--- config.mk ---
export PLATFORM = sky130hd
export DESIGN_NAME = md5_stream_engine
export DESIGN_NICKNAME = d
export VERILOG_FILES = /design/src/rtl/md5_stream_engine_pkg.sv /design/src/rtl/md5_stream_engine_step.sv /design/src/rtl/md5_stream_engine.sv
export SDC_FILE = /design/constraint.sdc
export NUM_CORES = 2
export LEC_CHECK = 0
export ABC_AREA = 1
export BUFFER_PORTS_ARGS = -buffer_cell sky130_fd_sc_hd__clkbuf_2
export CELL_PAD_IN_SITES_DETAIL_PLACEMENT = 0
export CELL_PAD_IN_SITES_GLOBAL_PLACEMENT = 2
export CORE_ASPECT_RATIO = 1.2
export CORE_MARGIN = 5
export CORE_UTILIZATION = 37
export CTS_CLUSTER_SIZE = 12
export DETAILED_ROUTE_END_ITERATION = 12
export PLACE_DENSITY = 0.93
export SETUP_SLACK_MARGIN = 0.2
export SYNTH_ARGS = -nofsm -noshare
export SYNTH_HDL_FRONTEND = slang
export SYNTH_SLANG_ARGS = --single-unit
--- constraint.sdc ---
create_clock -name clk -period 40.5 [get_ports clk]
set_clock_uncertainty 0.05 [all_clocks]
set_input_delay 2.025 -clock clk [delete_from_list [all_inputs] [get_ports clk]]
set_output_delay 2.025 -clock clk [all_outputs]
set_load 0.005 [all_outputs]
--- src/rtl/md5_stream_engine_pkg.sv ---
// Shared MD5 constants, per-step helper functions and the engine state type.
package md5_stream_engine_pkg;

  typedef enum logic [1:0] {
    ST_IDLE  = 2'd0,
    ST_RUN   = 2'd1,
    ST_FINAL = 2'd2,
    ST_OUT   = 2'd3
  } state_t;

  localparam logic [31:0] IV_A = 32'h67452301;
  localparam logic [31:0] IV_B = 32'hefcdab89;
  localparam logic [31:0] IV_C = 32'h98badcfe;
  localparam logic [31:0] IV_D = 32'h10325476;

  localparam logic [31:0] K_TAB [64] = '{
    32'hd76aa478, 32'he8c7b756, 32'h242070db, 32'hc1bdceee,
    32'hf57c0faf, 32'h4787c62a, 32'ha8304613, 32'hfd469501,
    32'h698098d8, 32'h8b44f7af, 32'hffff5bb1, 32'h895cd7be,
    32'h6b901122, 32'hfd987193, 32'ha679438e, 32'h49b40821,
    32'hf61e2562, 32'hc040b340, 32'h265e5a51, 32'he9b6c7aa,
    32'hd62f105d, 32'h02441453, 32'hd8a1e681, 32'he7d3fbc8,
    32'h21e1cde6, 32'hc33707d6, 32'hf4d50d87, 32'h455a14ed,
    32'ha9e3e905, 32'hfcefa3f8, 32'h676f02d9, 32'h8d2a4c8a,
    32'hfffa3942, 32'h8771f681, 32'h6d9d6122, 32'hfde5380c,
    32'ha4beea44, 32'h4bdecfa9, 32'hf6bb4b60, 32'hbebfbc70,
    32'h289b7ec6, 32'heaa127fa, 32'hd4ef3085, 32'h04881d05,
    32'hd9d4d039, 32'he6db99e5, 32'h1fa27cf8, 32'hc4ac5665,
    32'hf4292244, 32'h432aff97, 32'hab9423a7, 32'hfc93a039,
    32'h655b59c3, 32'h8f0ccc92, 32'hffeff47d, 32'h85845dd1,
    32'h6fa87e4f, 32'hfe2ce6e0, 32'ha3014314, 32'h4e0811a1,
    32'hf7537e82, 32'hbd3af235, 32'h2ad7d2bb, 32'heb86d391
  };

  localparam logic [4:0] S_TAB [64] = '{
    5'd7, 5'd12, 5'd17, 5'd22, 5'd7, 5'd12, 5'd17, 5'd22, 5'd7, 5'd12, 5'd17, 5'd22, 5'd7, 5'd12, 5'd17, 5'd22,
    5'd5, 5'd9,  5'd14, 5'd20, 5'd5, 5'd9,  5'd14, 5'd20, 5'd5, 5'd9,  5'd14, 5'd20, 5'd5, 5'd9,  5'd14, 5'd20,
    5'd4, 5'd11, 5'd16, 5'd23, 5'd4, 5'd11, 5'd16, 5'd23, 5'd4, 5'd11, 5'd16, 5'd23, 5'd4, 5'd11, 5'd16, 5'd23,
    5'd6, 5'd10, 5'd15, 5'd21, 5'd6, 5'd10, 5'd15, 5'd21, 5'd6, 5'd10, 5'd15, 5'd21, 5'd6, 5'd10, 5'd15, 5'd21
  };

  function automatic logic [31:0] md5_f(input logic [1:0] round, input logic [31:0] b, c, d);
    case (round)
      2'd0:    return (b & c) | (~b & d);
      2'd1:    return (d & b) | (~d & c);
      2'd2:    return b ^ c ^ d;
      default: return c ^ (b | ~d);
    endcase
  endfunction

  // Message word index; only the low 4 bits matter, so 8-bit wrap is harmless.
  function automatic logic [3:0] md5_g(input logic [5:0] step);
    logic [7:0] s8;
    logic [7:0] g8;
    s8 = {2'b00, step};
    case (step[5:4])
      2'd0:    g8 = s8;
      2'd1:    g8 = s8 * 8'd5 + 8'd1;
      2'd2:    g8 = s8 * 8'd3 + 8'd5;
      default: g8 = s8 * 8'd7;
    endcase
    return g8[3:0];
  endfunction

  function automatic logic [31:0] rotl32(input logic [31:0] x, input logic [4:0] s);
    logic [63:0] dbl;
    dbl = {x, x} << s;
    return dbl[63:32];
  endfunction

  function automatic logic [31:0] bswap32(input logic [31:0] x);
    return {x[7:0], x[15:8], x[23:16], x[31:24]};
  endfunction

endpackage

--- src/rtl/md5_stream_engine_step.sv ---
// One combinational MD5 step: rotates the A/B/C/D working set by one position.
module md5_stream_engine_step
  import md5_stream_engine_pkg::*;
(
  input  logic [1:0]  round,
  input  logic [31:0] a,
  input  logic [31:0] b,
  input  logic [31:0] c,
  input  logic [31:0] d,
  input  logic [31:0] m,
  input  logic [31:0] k,
  input  logic [4:0]  s,
  output logic [31:0] a_n,
  output logic [31:0] b_n,
  output logic [31:0] c_n,
  output logic [31:0] d_n
);

  logic [31:0] sum;

  assign sum = a + md5_f(round, b, c, d) + k + m;
  assign a_n = d;
  assign b_n = b + rotl32(sum, s);
  assign c_n = b;
  assign d_n = c;

endmodule

--- src/rtl/md5_stream_engine.sv ---
// Multi-block MD5 engine: chains A..D across pre-padded blocks, R steps per clock.
//
// state    | meaning
// ST_IDLE  | ready for a block; capture and seed working regs on transfer
// ST_RUN   | evaluate ROUNDS_PER_CYCLE steps per clock until all 64 done
// ST_FINAL | fold working regs into chain; latch digest if last block
// ST_OUT   | hold digest until consumer accepts; chain returns to IV
module md5_stream_engine
  import md5_stream_engine_pkg::*;
#(
  parameter int ROUNDS_PER_CYCLE = 1,
  parameter int STEP_CNT_W       = 6
) (
  input  logic         clk,
  input  logic         reset,
  input  logic         blk_valid,
  output logic         blk_ready,
  input  logic [511:0] blk_data,
  input  logic         blk_first,
  input  logic         blk_last,
  output logic         dig_valid,
  input  logic         dig_ready,
  output logic [127:0] digest,
  output logic         busy
);

  localparam int R = ROUNDS_PER_CYCLE;

  if (!(R == 1 || R == 2 || R == 4 || R == 8 || R == 16)) begin : g_bad_rounds
    $error("md5_stream_engine: ROUNDS_PER_CYCLE must be 1, 2, 4, 8 or 16");
  end
  if (STEP_CNT_W != 6) begin : g_bad_width
    $error("md5_stream_engine: STEP_CNT_W must be 6");
  end

  state_t                  state, state_n;
  logic [STEP_CNT_W-1:0]   step_q;
  logic                    last_q;
  logic                    last_step;
  logic [31:0]             msg [16];
  logic [31:0]             wa, wb, wc, wd;
  logic [31:0]             ca, cb, cc, cd;
  logic [31:0]             sa [R+1];
  logic [31:0]             sb [R+1];
  logic [31:0]             sc [R+1];
  logic [31:0]             sd [R+1];

  assign sa[0] = wa;
  assign sb[0] = wb;
  assign sc[0] = wc;
  assign sd[0] = wd;

  for (genvar k = 0; k < R; k++) begin : g_step
    logic [5:0] idx;
    assign idx = step_q + STEP_CNT_W'(k);
    md5_stream_engine_step u_step (
      .round (idx[5:4]),
      .a     (sa[k]),
      .b     (sb[k]),
      .c     (sc[k]),
      .d     (sd[k]),
      .m     (msg[md5_g(idx)]),
      .k     (K_TAB[idx]),
      .s     (S_TAB[idx]),
      .a_n   (sa[k+1]),
      .b_n   (sb[k+1]),
      .c_n   (sc[k+1]),
      .d_n   (sd[k+1])
    );
  end

  assign last_step = ({1'b0, step_q} + (STEP_CNT_W+1)'(R)) == (STEP_CNT_W+1)'(64);
  assign blk_ready = (state == ST_IDLE);
  assign busy      = (state != ST_IDLE);

  // State register.
  always_ff @(posedge clk) begin
    if (reset) state <= ST_IDLE;
    else       state <= state_n;
  end

  // Next-state decode.
  always_comb begin
    state_n = state;
    case (state)
      ST_IDLE:  if (blk_valid) state_n = ST_RUN;
      ST_RUN:   if (last_step) state_n = ST_FINAL;
      ST_FINAL: state_n = last_q ? ST_OUT : ST_IDLE;
      ST_OUT:   if (dig_ready) state_n = ST_IDLE;
      default:  state_n = ST_IDLE;
    endcase
  end

  // Datapath: capture, step iteration, chain update and digest output.
  // A first block reloads the chain from IV at capture so FINAL can always add chain.
  always_ff @(posedge clk) begin
    if (reset) begin
      step_q    <= '0;
      last_q    <= 1'b0;
      wa <= '0; wb <= '0; wc <= '0; wd <= '0;
      ca <= IV_A; cb <= IV_B; cc <= IV_C; cd <= IV_D;
      dig_valid <= 1'b0;
      digest    <= '0;
      for (int j = 0; j < 16; j++) msg[j] <= '0;
    end else begin
      case (state)
        ST_IDLE: begin
          if (blk_valid) begin
            for (int j = 0; j < 16; j++) msg[j] <= bswap32(blk_data[511-32*j -: 32]);
            step_q <= '0;
            last_q <= blk_last;
            if (blk_first) begin
              ca <= IV_A; cb <= IV_B; cc <= IV_C; cd <= IV_D;
              wa <= IV_A; wb <= IV_B; wc <= IV_C; wd <= IV_D;
            end else begin
              wa <= ca; wb <= cb; wc <= cc; wd <= cd;
            end
          end
        end
        ST_RUN: begin
          wa <= sa[R]; wb <= sb[R]; wc <= sc[R]; wd <= sd[R];
          step_q <= step_q + STEP_CNT_W'(R);
        end
        ST_FINAL: begin
          ca <= ca + wa; cb <= cb + wb; cc <= cc + wc; cd <= cd + wd;
          if (last_q) begin
            digest    <= {bswap32(ca + wa), bswap32(cb + wb), bswap32(cc + wc), bswap32(cd + wd)};
            dig_valid <= 1'b1;
          end
        end
        ST_OUT: begin
          if (dig_ready) begin
            dig_valid <= 1'b0;
            ca <= IV_A; cb <= IV_B; cc <= IV_C; cd <= IV_D;
          end
        end
        default: ;
      endcase
    end
  end

endmodule
==> run_results.csv <==
group,metric,value,unit
placed_design,finalWeightedCongestion,0.9655,
power,pwr_density_cell,66.12,nW/µm²
synthesis,ys_seq_area_share,40.04,%
synthesis,avgSynthCellArea,7.543,µm²
cells_and_area,finalNetCount,8907,
timing,worst_slew_pin_slew,1.438,ns
placed_design,port_buffers,648,
cells_and_area,area_growth,14.16,%
setup_path,cp_data_required_time,41.11,ns
global_routing,first_global_vias,55066,
placed_design,placed_area,63050,µm²
cells_and_area,final_common_cell,"nor2_1",
clocking,clock_latency,0.74,ns
synthesis,synth.distinct_cells,65,
floorplan,start_util,37.15,%
timing,rsz0062_at_grt,"no",
cells_and_area,post-route-cell-area,66320,µm²
clocking,cts_post_setup_buffers_inserted,0,
setup_path,reg2regPathDepth,50,
outcome,outcome,"finished clean",
placed_design,hpwl,192.6,mm
synthesis,synth_edf_count,512,
synthesis,netlist.area_leader.share,26.46,%
timing,finalHoldViolCount,0,
clocking,cts_buffers,101,
clocking,clock_path_buffers,3,
synthesis,yosys_register_bits,906,
detailed_routing,drtIter0Drc,5542,
global_routing,grt_pass1_wl,365.7,mm
floorplan,boundaryPins,649,
synthesis,synth_top_cell_by_area,"edfxtp_1",
setup_path,cp_num_cells,50,
clocking,cts_tree,"built",
synthesis,syn-cell-area,58100,µm²
timing,slew-limit-headroom,3.092,%
floorplan,die_h,444.1,µm
setup_path,worstSetupPathType,"register to register",
floorplan,fp-row-count,159,
detailed_routing,firstDrtPassIters,8,
floorplan,placeableCoreArea,156400,µm²
global_routing,antenna_found_initial,12,
worst_hold_path,holdPathStages,2,
timing,fmax,86.22,MHz
detailed_routing,via_count,56798,
global_routing,track_usage,29.58,%
setup_path,crit_path_top_delay_cell,"dfxtp_1",
synthesis,synth-main-ff-cell,"edfxtp_1",
setup_path,crit_fanout,109,
clocking,htreeDepth,3,
cells_and_area,final_cell_mix,"nor2_1, inv_1, nand2_1",
global_routing,grt_remaining_overflow,0,
timing,drv_slew,0,
clocking,cts_sinks,906,
setup_path,cpMostUsedCell,"nand2_1",
power,leakagePower,0.03068,µW
setup_path,cpPeakStageDelay,0.85,ns
clocking,cts-root-buf,"clkbuf_16",
synthesis,yosys-top-cells-area,"edfxtp_1, dfxtp_1, nor2_1, inv_1, nand2_1",
detailed_routing,routed_wl,254.7,mm
detailed_routing,drc_errors,0,
power,ir_drop,0.00004085,V
detailed_routing,ant_nets,0,
setup_path,path_delay_family,"compound AO/OA/AOI/OAI gates",
detailed_routing,viasPerCell,5.532,
floorplan,die_area,165100,µm²
setup_path,end_kind,"register",
setup_path,critical_path_arrival,12.21,ns
synthesis,syn_nets,8507,
clocking,postCtsHoldBufs,0,
synthesis,syn_inst,7702,
run,max_cap_violations,0,
synthesis,ys_async_sr_fraction,0,%
timing,tns,0,ns
synthesis,synth_warnings,0,
cells_and_area,drive_gt1_share,12.53,%
timing,setup_viol,0,
worst_hold_path,hold_path.class,"register to register",
setup_path,startpoint_type,"register",
global_routing,grt_max_degree,195,
detailed_routing,wl_per_cell,24.81,µm
floorplan,dieWidth,371.7,µm
clocking,cts_resized,0,
clocking,clk_pin_slew,0.07,ns
timing,finalCriticalPeriod,11.60,ns
timing,period_share,28.64,%
setup_path,path_buf_inv,8,
## metal layers
layer	vias to the layer above	share of wire, %	global-route usage [%]
li1	26693	-	-
met1	27114	38	35.56
met3	535	6.7	4.171
met4	10	7.6	19.04
met2	2446	47	49.51
met5	-	0.027	0
## synthesized netlist by cell type, types with 35 or more instances
cell / instances
o211ai_1: 126
nand4_1: 37
o311ai_0: 62
nor4_1: 41
xor2_1: 97
buf_2: 35
a21oi_1: 573
o21ai_0: 593
nand2_1: 982
o21bai_1: 93
edfxtp_1: 512
nor3_1: 68
a31oi_1: 117
nor2_1: 1257
or2_2: 81
dfxtp_1: 394
xnor2_1: 47
fa_1: 69
nand3_1: 395
clkbuf_1: 331
inv_1: 1120
o32ai_1: 60
buf_1: 56
ha_1: 218
o221ai_1: 71
## registers in the layout (all words and copies together) (netlist names), 6 cells and up
| name | cells |
|---|---|
| msg | 512 |
| digest | 128 |
| ca | 32 |
| cb | 32 |
| cc | 32 |
| cd | 32 |
| wa | 32 |
| wb | 32 |
| wc | 32 |
| wd | 32 |
| step_q | 6 |
## final cells by class
type	instances	area, µm²
diodes	4	10.01
clock buffers	125	2698
clock inverters	46	570.5
fillers	16233	90040
inverters	1135	4289
multi-input cells	5231	28980
flip-flops and latches	906	23260
well taps	2093	2619
repair buffers	727	3896
## final timing paths
check	startpoint	end	slack, ns
setup reg to reg	step_q[0]	wb[22]	28.90
setup / recovery	step_q[0]	wb[22]	28.90
hold reg to reg	digest[122]	digest[122]	0.42
hold / removal	digest[122]	digest[122]	0.42
## worst reg2reg max path: cells and delay by family (launching register included)
kind | cells | cell delay [ns]
adders and majority gates | 6 | 2.42
and+or+nand+nor | 19 | 2.38
xor gates and xnor gates | 2 | 0.26
DFF | 1 | 0.85
buffers and inverters | 8 | 2.52
AOI/OAI and AO/OA | 15 | 3.06
## report_power, final
| group | switching, µW | total (µW) | leakage, µW | internal, µW |
|---|---|---|---|---|
| logic | 1580 | 2270 | 0.0204 | 693 |
| registers | 102 | 1190 | 0.00873 | 1080 |
| clock network | 405 | 930 | 0.00157 | 525 |
## kinds of logic (layout without fill, tap and decap cells)
kind of cell | after synthesis | after routing | synth area share (%)
AOI/OAI and AO/OA | 1898 | 1898 | 19.66
xor gates and xnor gates | 144 | 144 | 2.171
adders and majority gates | 287 | 287 | 7.073
buffers and inverters | 1565 | 2033 | 10.26
DFF | 906 | 906 | 40.04
muxes | 2 | 2 | 0.03446
other | 0 | 4 | 0
and+or+nand+nor | 2900 | 2900 | 20.76
## stage by stage
step / std cells / hold WS, ns / utilization [%] / total power, µW / worst slack [ns]
6_report: 10267 / 0.4151 / 42.42 / 4385 / 28.90
5_1_grt: 10265 / 0.4297 / 42.41 / 4635 / 28.07
4_1_cts: 10263 / 0.4145 / 42.41 / 4365 / 28.98
3_5_place_dp: 10092 / 0.4050 / 40.32 / 3431 / 29.01
3_3_place_gp: 10092 / 0.4005 / 40.32 / 3441 / 29.20
2_1_floorplan: 7702 / 0.3910 / - / 2637 / 25.68
Note: power is estimated with default switching activity, not from simulation.
